--- src/rtl/led_pwm_driver.sv ---
// rtl/led_pwm_driver.sv - PWM/blink output stage for a 24-bit LED register, three 8-LED groups
// Settings are double-buffered and only become active on PWM period boundaries.
module led_pwm_driver #(
  parameter int PRESCALE      = 100,
  parameter int PWM_BITS      = 4,
  parameter int BLINK_PERIODS = 64
) (
  input  logic        clk,
  input  logic        rst,
  input  logic [23:0] led_in,
  input  logic        cfg_write,
  input  logic [1:0]  cfg_sel,
  input  logic [15:0] cfg_wdata,
  output logic [23:0] led_pin,
  output logic        period_start
);

  localparam int PS_W = (PRESCALE > 1) ? $clog2(PRESCALE) : 1;
  localparam int BC_W = (BLINK_PERIODS > 1) ? $clog2(BLINK_PERIODS) : 1;
  localparam int BR_W = 3 * PWM_BITS;

  localparam logic [PS_W-1:0]     PS_MAX  = PS_W'(PRESCALE - 1);
  localparam logic [BC_W-1:0]     BC_MAX  = BC_W'(BLINK_PERIODS - 1);
  localparam logic [PWM_BITS-1:0] PWM_MAX = '1;

  logic [PS_W-1:0]     prescale_q,     prescale_d;
  logic [PWM_BITS-1:0] pwm_cnt_q,      pwm_cnt_d;
  logic [BC_W-1:0]     blink_cnt_q,    blink_cnt_d;
  logic                blink_phase_q,  blink_phase_d;
  logic [BR_W-1:0]     pend_bright_q,  pend_bright_d;
  logic [23:0]         pend_blink_q,   pend_blink_d;
  logic [BR_W-1:0]     act_bright_q,   act_bright_d;
  logic [23:0]         act_blink_q,    act_blink_d;
  logic [23:0]         act_led_q,      act_led_d;
  logic [23:0]         led_pin_q,      led_pin_d;
  logic                period_start_q, period_start_d;

  logic       tick;
  logic       boundary;
  logic [2:0] group_on;

  always_comb begin
    tick     = (prescale_q == PS_MAX);
    boundary = tick && (pwm_cnt_q == PWM_MAX);

    prescale_d = tick ? '0 : prescale_q + 1'b1;
    pwm_cnt_d  = tick ? pwm_cnt_q + 1'b1 : pwm_cnt_q;

    pend_bright_d = pend_bright_q;
    pend_blink_d  = pend_blink_q;
    if (cfg_write) begin
      case (cfg_sel)
        2'b00:   pend_bright_d = cfg_wdata[BR_W-1:0];
        2'b01:   pend_blink_d[15:0]  = cfg_wdata;
        2'b10:   pend_blink_d[23:16] = cfg_wdata[7:0];
        default: ;
      endcase
    end

    // Active set samples the pre-edge pending values, so a write on the boundary cycle waits a period.
    act_bright_d  = act_bright_q;
    act_blink_d   = act_blink_q;
    act_led_d     = act_led_q;
    blink_cnt_d   = blink_cnt_q;
    blink_phase_d = blink_phase_q;
    if (boundary) begin
      act_bright_d = pend_bright_q;
      act_blink_d  = pend_blink_q;
      act_led_d    = led_in;
      if (blink_cnt_q == BC_MAX) begin
        blink_cnt_d   = '0;
        blink_phase_d = ~blink_phase_q;
      end else begin
        blink_cnt_d = blink_cnt_q + 1'b1;
      end
    end

    // Full-scale brightness is forced on so the LED never dips for the last PWM step.
    for (int g = 0; g < 3; g++) begin
      group_on[g] = (act_bright_q[g*PWM_BITS +: PWM_BITS] == PWM_MAX) ||
                    (pwm_cnt_q < act_bright_q[g*PWM_BITS +: PWM_BITS]);
    end

    for (int i = 0; i < 24; i++) begin
      led_pin_d[i] = act_led_q[i] & group_on[i/8] & ~(act_blink_q[i] & blink_phase_q);
    end

    period_start_d = boundary;
  end

  always_ff @(posedge clk or negedge rst) begin
    if (!rst) begin
      prescale_q     <= '0;
      pwm_cnt_q      <= '0;
      blink_cnt_q    <= '0;
      blink_phase_q  <= 1'b0;
      pend_bright_q  <= '1;
      pend_blink_q   <= '0;
      act_bright_q   <= '1;
      act_blink_q    <= '0;
      act_led_q      <= '0;
      led_pin_q      <= '0;
      period_start_q <= 1'b0;
    end else begin
      prescale_q     <= prescale_d;
      pwm_cnt_q      <= pwm_cnt_d;
      blink_cnt_q    <= blink_cnt_d;
      blink_phase_q  <= blink_phase_d;
      pend_bright_q  <= pend_bright_d;
      pend_blink_q   <= pend_blink_d;
      act_bright_q   <= act_bright_d;
      act_blink_q    <= act_blink_d;
      act_led_q      <= act_led_d;
      led_pin_q      <= led_pin_d;
      period_start_q <= period_start_d;
    end
  end

  assign led_pin      = led_pin_q;
  assign period_start = period_start_q;

endmodule

--- config.mk ---
export PLATFORM = sky130hd
export DESIGN_NAME = led_pwm_driver
export DESIGN_NICKNAME = d
export VERILOG_FILES = /design/src/rtl/led_pwm_driver.sv
export SDC_FILE = /design/constraint.sdc
export NUM_CORES = 1
export LEC_CHECK = 0
export CAP_MARGIN = 20
export CORE_MARGIN = 5
export CORE_UTILIZATION = 67
export DETAILED_ROUTE_END_ITERATION = 10
export DONT_BUFFER_PORTS = 1
export PLACE_DENSITY_LB_ADDON = 0.3
export REMOVE_ABC_BUFFERS = 1
export SETUP_SLACK_MARGIN = 0.02
export SYNTH_ARGS = -nofsm -noshare
export SYNTH_HDL_FRONTEND = slang
export SYNTH_SLANG_ARGS = --single-unit
--- constraint.sdc ---
create_clock -name clk -period 3.95 [get_ports clk]
set_clock_uncertainty 0.2 [all_clocks]
set_input_delay 0.5925 -clock clk [delete_from_list [all_inputs] [get_ports clk]]
set_output_delay 0.5925 -clock clk [all_outputs]
set_load 0.02 [all_outputs]
After elaboration in Yosys (flattened, before gate mapping)
Cells that the tools add are included.

Order comparisons: 3. Equality and inequality tests: 8. Bitwise logic cells: 97. $add $sub $neg: 3. Multiplexer cells: 2. Reduce and logical (&&, ||, !) cells: 9.

Operators with widths (count): bitwise AND 1 bit (72); inverter 1 bit (25); == test 4 bit, second input constant (4); < comparator 4 bit (3); AND reduction 2 bit (4); adder 7 x 1 -> 7 bit, second input constant (1); == test 7 bit, second input constant (1); 2-to-1 mux 7 bit (1); adder 6 x 1 -> 6 bit, second input constant (1); == test 6 bit, second input constant (1); 2-to-1 mux 6 bit (1); adder 4 x 1 -> 4 bit, second input constant (1); logical OR 1 bit (3); == test 2 x 1 -> 1 bit, second input constant (1); == test 2 bit, second input constant (1); logical NOT 2 bit (1); logical AND 1 bit (1).

Logic and storage cells: 134. Bits in registers: 139. Output and inout port bits: 25. Input bits: 45.

Depth between registers and ports, before layout
Depth after elaboration: 4. Mapped depth: 7. Mapped depth without buffers: 5.

Worst setup path before layout
OpenSTA, ideal clock, no wires.

Kind: register -> register. From: register prescale_q[0]. To: register pwm_cnt_q[1]. Setup time: 0.125 ns. Path slack: 2.144 ns. Cell stages (with the launch flop): 5. Buffers on the path: 0. Clock period less this slack: 1.806 ns. Data required time: 3.625 ns. Data arrival time: 1.482 ns. Cells stage by stage: dfrtp_1 > ha_1 > nand4bb_4 > nor2_1 > mux2_2.

Word-level cells in the longest chain between the ends: 1.

Ends and longest elaborated chain: start, declared (RTL line 26) `logic [PS_W-1:0] prescale_q, prescale_d;`; start signal, assigned (RTL line 105) `prescale_q <= prescale_d;`; == test 7 bit (RTL line 43) `tick = (prescale_q == PS_MAX);`; end signal, assigned (RTL line 106) `pwm_cnt_q <= pwm_cnt_d;`; end, declared (RTL line 27) `logic [PWM_BITS-1:0] pwm_cnt_q, pwm_cnt_d;`.

Every way passes these cells. A chain may end at the register's enable or synchronous reset.

Worst setup path after layout
From: register prescale_q[0]. To: register act_bright_q[11].

Word-level cells in the longest chain between the ends: 2.

Ends and longest elaborated chain: == test 7 bit (RTL line 43); logical AND 1 bit (RTL line 44) `boundary = tick && (pwm_cnt_q == PWM_MAX);`; end signal, assigned (RTL line 111) `act_bright_q <= act_bright_d;`; end, declared (RTL line 32) `logic [BR_W-1:0] act_bright_q, act_bright_d;`.

Every way passes these cells.

==> results.md <==
* Largest net degree at the start of global routing at 140
* Highest Clock Rate at 383.7 MHz
* Avg Inst Size Synth at 10.68 µm²
* Hold bufs inserted after CTS at 29
* Iter 0 DRT Violations at 203
* Reg-to-reg critical path startpoint: prescale_q[0]
* Drt first pass iters at 5
* Final Cycle Share at between 60% and 70%
* CP cell instances: ha_1 -> and4bb_1 -> and3_2 -> buf_4 -> nand2_1 -> o21ai_1
* Post-DP HPWL at 7.131 mm
* Area leader, netlist: dfrtp_1
* Placed Instances at 624
* Synth top area share at 50.19%
* Io pins at 70
* Worst-path clk slew at 0.07 ns
* Fill count at 445
* CORE AREA at 8258 µm²
* Initial Utilization at 69.44%
* P_leak at 0.003203 µW
* Wire length per cell at 17.76 µm
* Pins over their slew limit at 0
* All-Layer GR Usage at 25.30%
* Crit path required time at 4.21 ns
* Synth Register Bits at 139
* Clock buffer count from CTS at 17
* Mapped cell area at 5734 µm²
* VDD IR max at approximately 530 µV
* Vias after detailed routing at 4012
* TNS Setup at 0 ns
* Worst endpoint data arrival time at 2.87 ns
* Period minus WS final at 2.606 ns
* Synth area leaders: dfrtp_1, nand2_1, dfstp_2, mux2_2, ha_1
* Area of the multi-input gates at about 2000 µm²
* Cell Pwr Density at 488.6 nW/µm²
* Total congestion overflow at 0
* Worst stage delay on the critical path at 0.79 ns
* Setup repair after global routing missed its margin: false
* Clock sink count at 139
* Via density at 5.840
* Max Root-Sink Buffers at 2
* Status: complete, no violations
* Gpl congestion at ~0.79
* Clk root buf: clkbuf_8
* CP Capture Type: register
* Finished Layout Cells at 687
* Max-slew headroom at 29.85%
* Full die area at 10510 µm²
* CP startpoint: prescale_q[0]
* Area Growth Syn to Fin at 16.28%
* Clock Latency Late Sink at 0.53 ns
* Final hold vios at 0
* Die Span Y at 102.5 µm
* Port Buffer Count at 0
* Initial antenna violation count at 0
* Hold WC Path Type: in -> reg
* WL final at 12.20 mm
* Hold path start: cfg_wdata[9]
* CP max stage cell: and3_2
* Sequential-to-total area share from yosys stat at between 60% and 70%
* Global-route wire length before repair at 19.98 mm
* H-tree depth at 4
* Pwr Total at 3258 µW
* Critical path class: reg -> reg
* ANT nets after route at 0
* Netlist cell types at 31
* Cells after Synth at 537
* Nets at 626
* Setup Fix Bufs, Post-CTS at 0
* Post-CTS resize count at 0
* Standard-cell rows at 33
* Crit path max fanout at 45
* Vias in the first global route at 4250
* Synth warn at 0
* Register area at 3508 µm²
* CTS tree: built
* Final setup fails at 0
* Layout cells sized above 1 at 17.35%
* DIE WIDTH at 102.5 µm
* Max_cap viols at 0
* Diodes inserted at 0
* Worst Max-Slew Pin Slew at roughly 1.0 ns
* Worst setup SP type: register
* # DRC at 0
state kept, by name (all words and copies together), names as in the netlist:
signal	count
act_blink_q	24
act_led_q	24
led_pin	24
pend_blink_q	24
act_bright_q	12
pend_bright_q	12
prescale_q	7
blink_cnt_q	6
pwm_cnt_q	4
blink_phase_q	1
period_start	1
area by class of cell:
class,count,area share (%)
Sequential cell,139,52.62
Multi-Input combinational cell,366,30.74
Clock buffer,18,6.268
Timing Repair Buffer,34,5.254
Clock inverter,14,2.533
Tap cell,105,1.970
Inverter,11,0.6193
Yosys cell counts:
| master | count |
|---|---|
| nor2b_1 | 1 |
| nand4bb_4 | 1 |
| buf_6 | 8 |
| and2_1 | 4 |
| buf_1 | 3 |
| ha_1 | 12 |
| nand3b_1 | 2 |
| and3_1 | 5 |
| nor4_4 | 1 |
| nand3_1 | 29 |
| a21o_1 | 6 |
| nor3b_1 | 1 |
| dfstp_2 | 24 |
| nor2_1 | 6 |
| a41oi_1 | 1 |
| o21ai_0 | 5 |
| and4bb_1 | 1 |
| buf_2 | 2 |
| dfrtp_1 | 115 |
| xor2_1 | 3 |
| a21oi_1 | 26 |
| nand4_1 | 5 |
| nand2_1 | 197 |
| clkbuf_1 | 8 |
| o21ai_1 | 10 |
| mux2_2 | 37 |
| a41o_1 | 1 |
| xnor2_1 | 7 |
| nand3_2 | 1 |
| nand2b_1 | 4 |
| inv_1 | 11 |
final timing paths:
check | end | slack [ns] | depth (start not counted)
max in group asynchronous | pwm_cnt_q[3] | 2.51 | 2
hold reg to reg | act_bright_q[4] | 0.26 | 2
setup / recovery | act_bright_q[11] | 1.34 | 6
setup reg to reg | act_bright_q[11] | 1.34 | 6
min in group asynchronous | led_pin[22] | 0.51 | 2
hold / removal | pend_blink_q[9] | 0.01 | 1
report_power, final:
| part | total [µW] | switching [µW] | internal, µW |
|---|---|---|---|
| clock network | 1570 | 609 | 963 |
| registers | 1550 | 38.0 | 1510 |
| logic | 136 | 56.6 | 79.7 |
| total | 3260 | 703 | 2550 |
layer usage:
layer  global-route usage, %  up-vias  wire length, µm
li1                        -     1829                -
met1                   29.43     1986             4630
met2                   43.20      174             6406
met3                   7.578       23              873
met4                   11.71        0              292
met5                       0        -                0
logic make-up (layout without fill, tap and decap cells):
logic type | after synthesis | in the layout | share of synthesized area (%)
xor+xnor | 10 | 10 | 1.527
fa+ha+maj | 12 | 12 | 2.618
mux | 37 | 37 | 7.266
flops | 139 | 139 | 61.18
buf+inv | 32 | 77 | 3.186
simple gates | 258 | 258 | 19.53
compound gates | 49 | 49 | 4.691
through the flow:
step / hold WS (ns) / cell area, µm² / util (%) / setup slack [ns]
6_report: 0.01462 / 6668 / 80.74 / 1.344
5_1_grt: 0.001312 / 6668 / 80.74 / 1.141
4_1_cts: 0.0005228 / 6648 / 80.50 / 1.345
3_5_place_dp: 0.1001 / 5753 / 69.67 / 1.381
3_3_place_gp: 0.1006 / 5753 / 69.67 / 1.467
2_1_floorplan: 0.09691 / 5593 / - / 1.260
critical path, delay by kind of cell, from the launching register on:
family                   cells  cell delay (ns)
buffers and inverters        1             0.36
AO/OA/AOI/OAI                1             0.09
adder cells (fa/ha/maj)      1             0.33
flip-flops                   1             0.39
AND/OR/NAND/NOR              3             1.15
cells in the final DEF (no fill, tap or decap), types with 5 or more instances in the layout:
cell,Yosys,layout
a21oi_1,26,26
dfrtp_1,115,115
clkbuf_16,0,16
inv_1,11,11
o21ai_1,10,10
nand3_1,29,29
xnor2_1,7,7
a21o_1,6,6
ha_1,12,12
nand2_1,197,197
o21ai_0,5,5
dlygate4sd3_1,0,30
mux2_2,37,37
dfstp_2,24,24
nand4_1,5,5
nor2_1,6,6
No activity file was read; power rests on OpenSTA's default activity.
==> RTL change, RTL diff (same flow settings) <==
`PRESCALE`: 100 -> 50.
--- a/src/rtl/led_pwm_driver.sv
+++ b/src/rtl/led_pwm_driver.sv
@@ -1,7 +1,7 @@
 // rtl/led_pwm_driver.sv - PWM/blink output stage for a 24-bit LED register, three 8-LED groups
 // Settings are double-buffered and only become active on PWM period boundaries.
 module led_pwm_driver #(
-  parameter int PRESCALE      = 100,
+  parameter int PRESCALE      = 50,
   parameter int PWM_BITS      = 4,
   parameter int BLINK_PERIODS = 64
 ) (
Formal check against the unedited RTL: no difference found for any inputs over 10 cycles, from zero or initial values and one cycle with rst low; that may be too few to reach the edited logic, so the function may still have changed.
==> RTL change against the original RTL <==
  * Power fell by 4.7%
  * Via count shrank 15%
  * Setup slack improved by 18 ps
  * Synthesized area rose by 1.2%
  * Critical endpoint is now act_blink_q[14]$_DFFE_PN0P_
  * Cell area fell by 0.24%
  * Non-clock buffer count decreased by 7
  * First-iteration DRC count is 45% lower
  * Sequential cell count down 1
  * Routed wire length shrank 12%
  * Largest cell class unchanged
==> RTL change: results (changes against the original RTL) <==
[sta]
min_period_ps = 2588  ; -18.06 ps
holdWs_ps = 22.80  ; +8.184 ps
worst_pin_slew_ps = 1093  ; +45.58 ps

[global_route]
grt_util_met3_pct = 7.713  ; +0.14 points
grt_pass1_wl_mm = 17.93  ; -10%
grt_use_met1_pct = 28.72  ; -0.71 points
grt_max_degree = 139  ; -0.71%
use_met2_pct = 36.21  ; -7.0 points
grt_usage_pct = 22.47  ; -2.8 points

[hold_path]
holdPathEnd = pend_blink_q[15]$_DFFE_PN0P_

[synth]
seq_area_frac_synth_pct = 60.01  ; -1.2 points
ys_types = 33  ; +6.5%
syn_inst = 420  ; -22%
ys_top_cells_by_count = dfrtp_1 (114), mux2_2 (88), o211ai_1 (26), a21oi_1 (25), nand2_1 (25)
synthTopCellsByArea = dfrtp_1 (49%), mux2_2 (17%), dfstp_2 (11%)

[critical_path]
reg2reg_depth = 5  ; -1
worstPathArrival_ps = 2790  ; -80 ps
path_max_fanout = 61  ; +36%
cpPeakStageDelay_ps = 860  ; +70 ps
cpMaxStageDelayCell = nor2_8
r2r-start = prescale_q[1]$_DFF_PN0_

[placement]
hpwl_mm = 6.755  ; -5.3%
finalWeightedCongestion = 0.7625  ; -3.8%

[layout]
nFillCells = 513  ; +15%
drive_gt1_share_pct = 32.61  ; +15 points
final_nets = 508  ; -19%

[status]
outcome = finished, final reports clean

[pwr]
cellLeakagePower_nw = 2.977  ; -7.1%
ir_drop_mv = 0.3218  ; -40%

[drt]
dr.pass1.iters = 4  ; -1
num_vias = 3414  ; -15%
drt_iter0_markers = 112  ; -45%

RTL change: cell count changes in the layout (fill, tap and decap cells not counted), sizes merged, moves of 8 or more:
cell,delta
o211ai,+26
nand2,-172
nand3,-23
inv,+9
o21ai,-8
mux2,+61
RTL change: metrics by stage:
step / instance area [sq um] / utilization (%)
finish: 6651 / 77.40
CTS: 6551 / 76.24
detailed placement: 5822 / 67.75
global placement: 5822 / 67.75
floorplan: 5682 / -
global route: 6651 / 77.40
RTL change: kinds of logic (layout without fill, tap and decap cells):
family	after synthesis	in the layout	share of synthesized area, %
flops	138	138	60.01
mux	99	99	19.19
simple gates	65	65	6.532
compound gates	63	63	6.898
buf+inv	33	76	3.212
fa+ha+maj	13	13	2.802
xor+xnor	9	9	1.358
RTL change: repair_timing:
action                    in CTS  in global routing
gates resized for setup        0                  0
hold endpoints to repair     154                 11
hold buffers                  17                 10
RTL change: routing by layer:
metal / vias to the layer above / share of wire, %
met2: 83 / 51
met3: 11 / 5.6
li1: 1568 / -
met4: 0 / 0.78
met5: - / 0
met1: 1752 / 42
RTL change: report_power, final:
group	internal (mW)	switching (mW)
combinational	0.0765	0.0561
sequential	1.50	0.0391
clock	0.804	0.626
RTL change: final cells by class:
| class | instances | share of cell area [%] |
|---|---|---|
| repair buffers | 27 | 4.327 |
| flip-flops and latches | 138 | 52.37 |
| multi-input cells | 249 | 32.17 |
| clock buffers | 19 | 6.490 |
| well taps | 108 | 2.032 |
| clock inverters | 13 | 1.655 |
| inverters | 17 | 0.9594 |
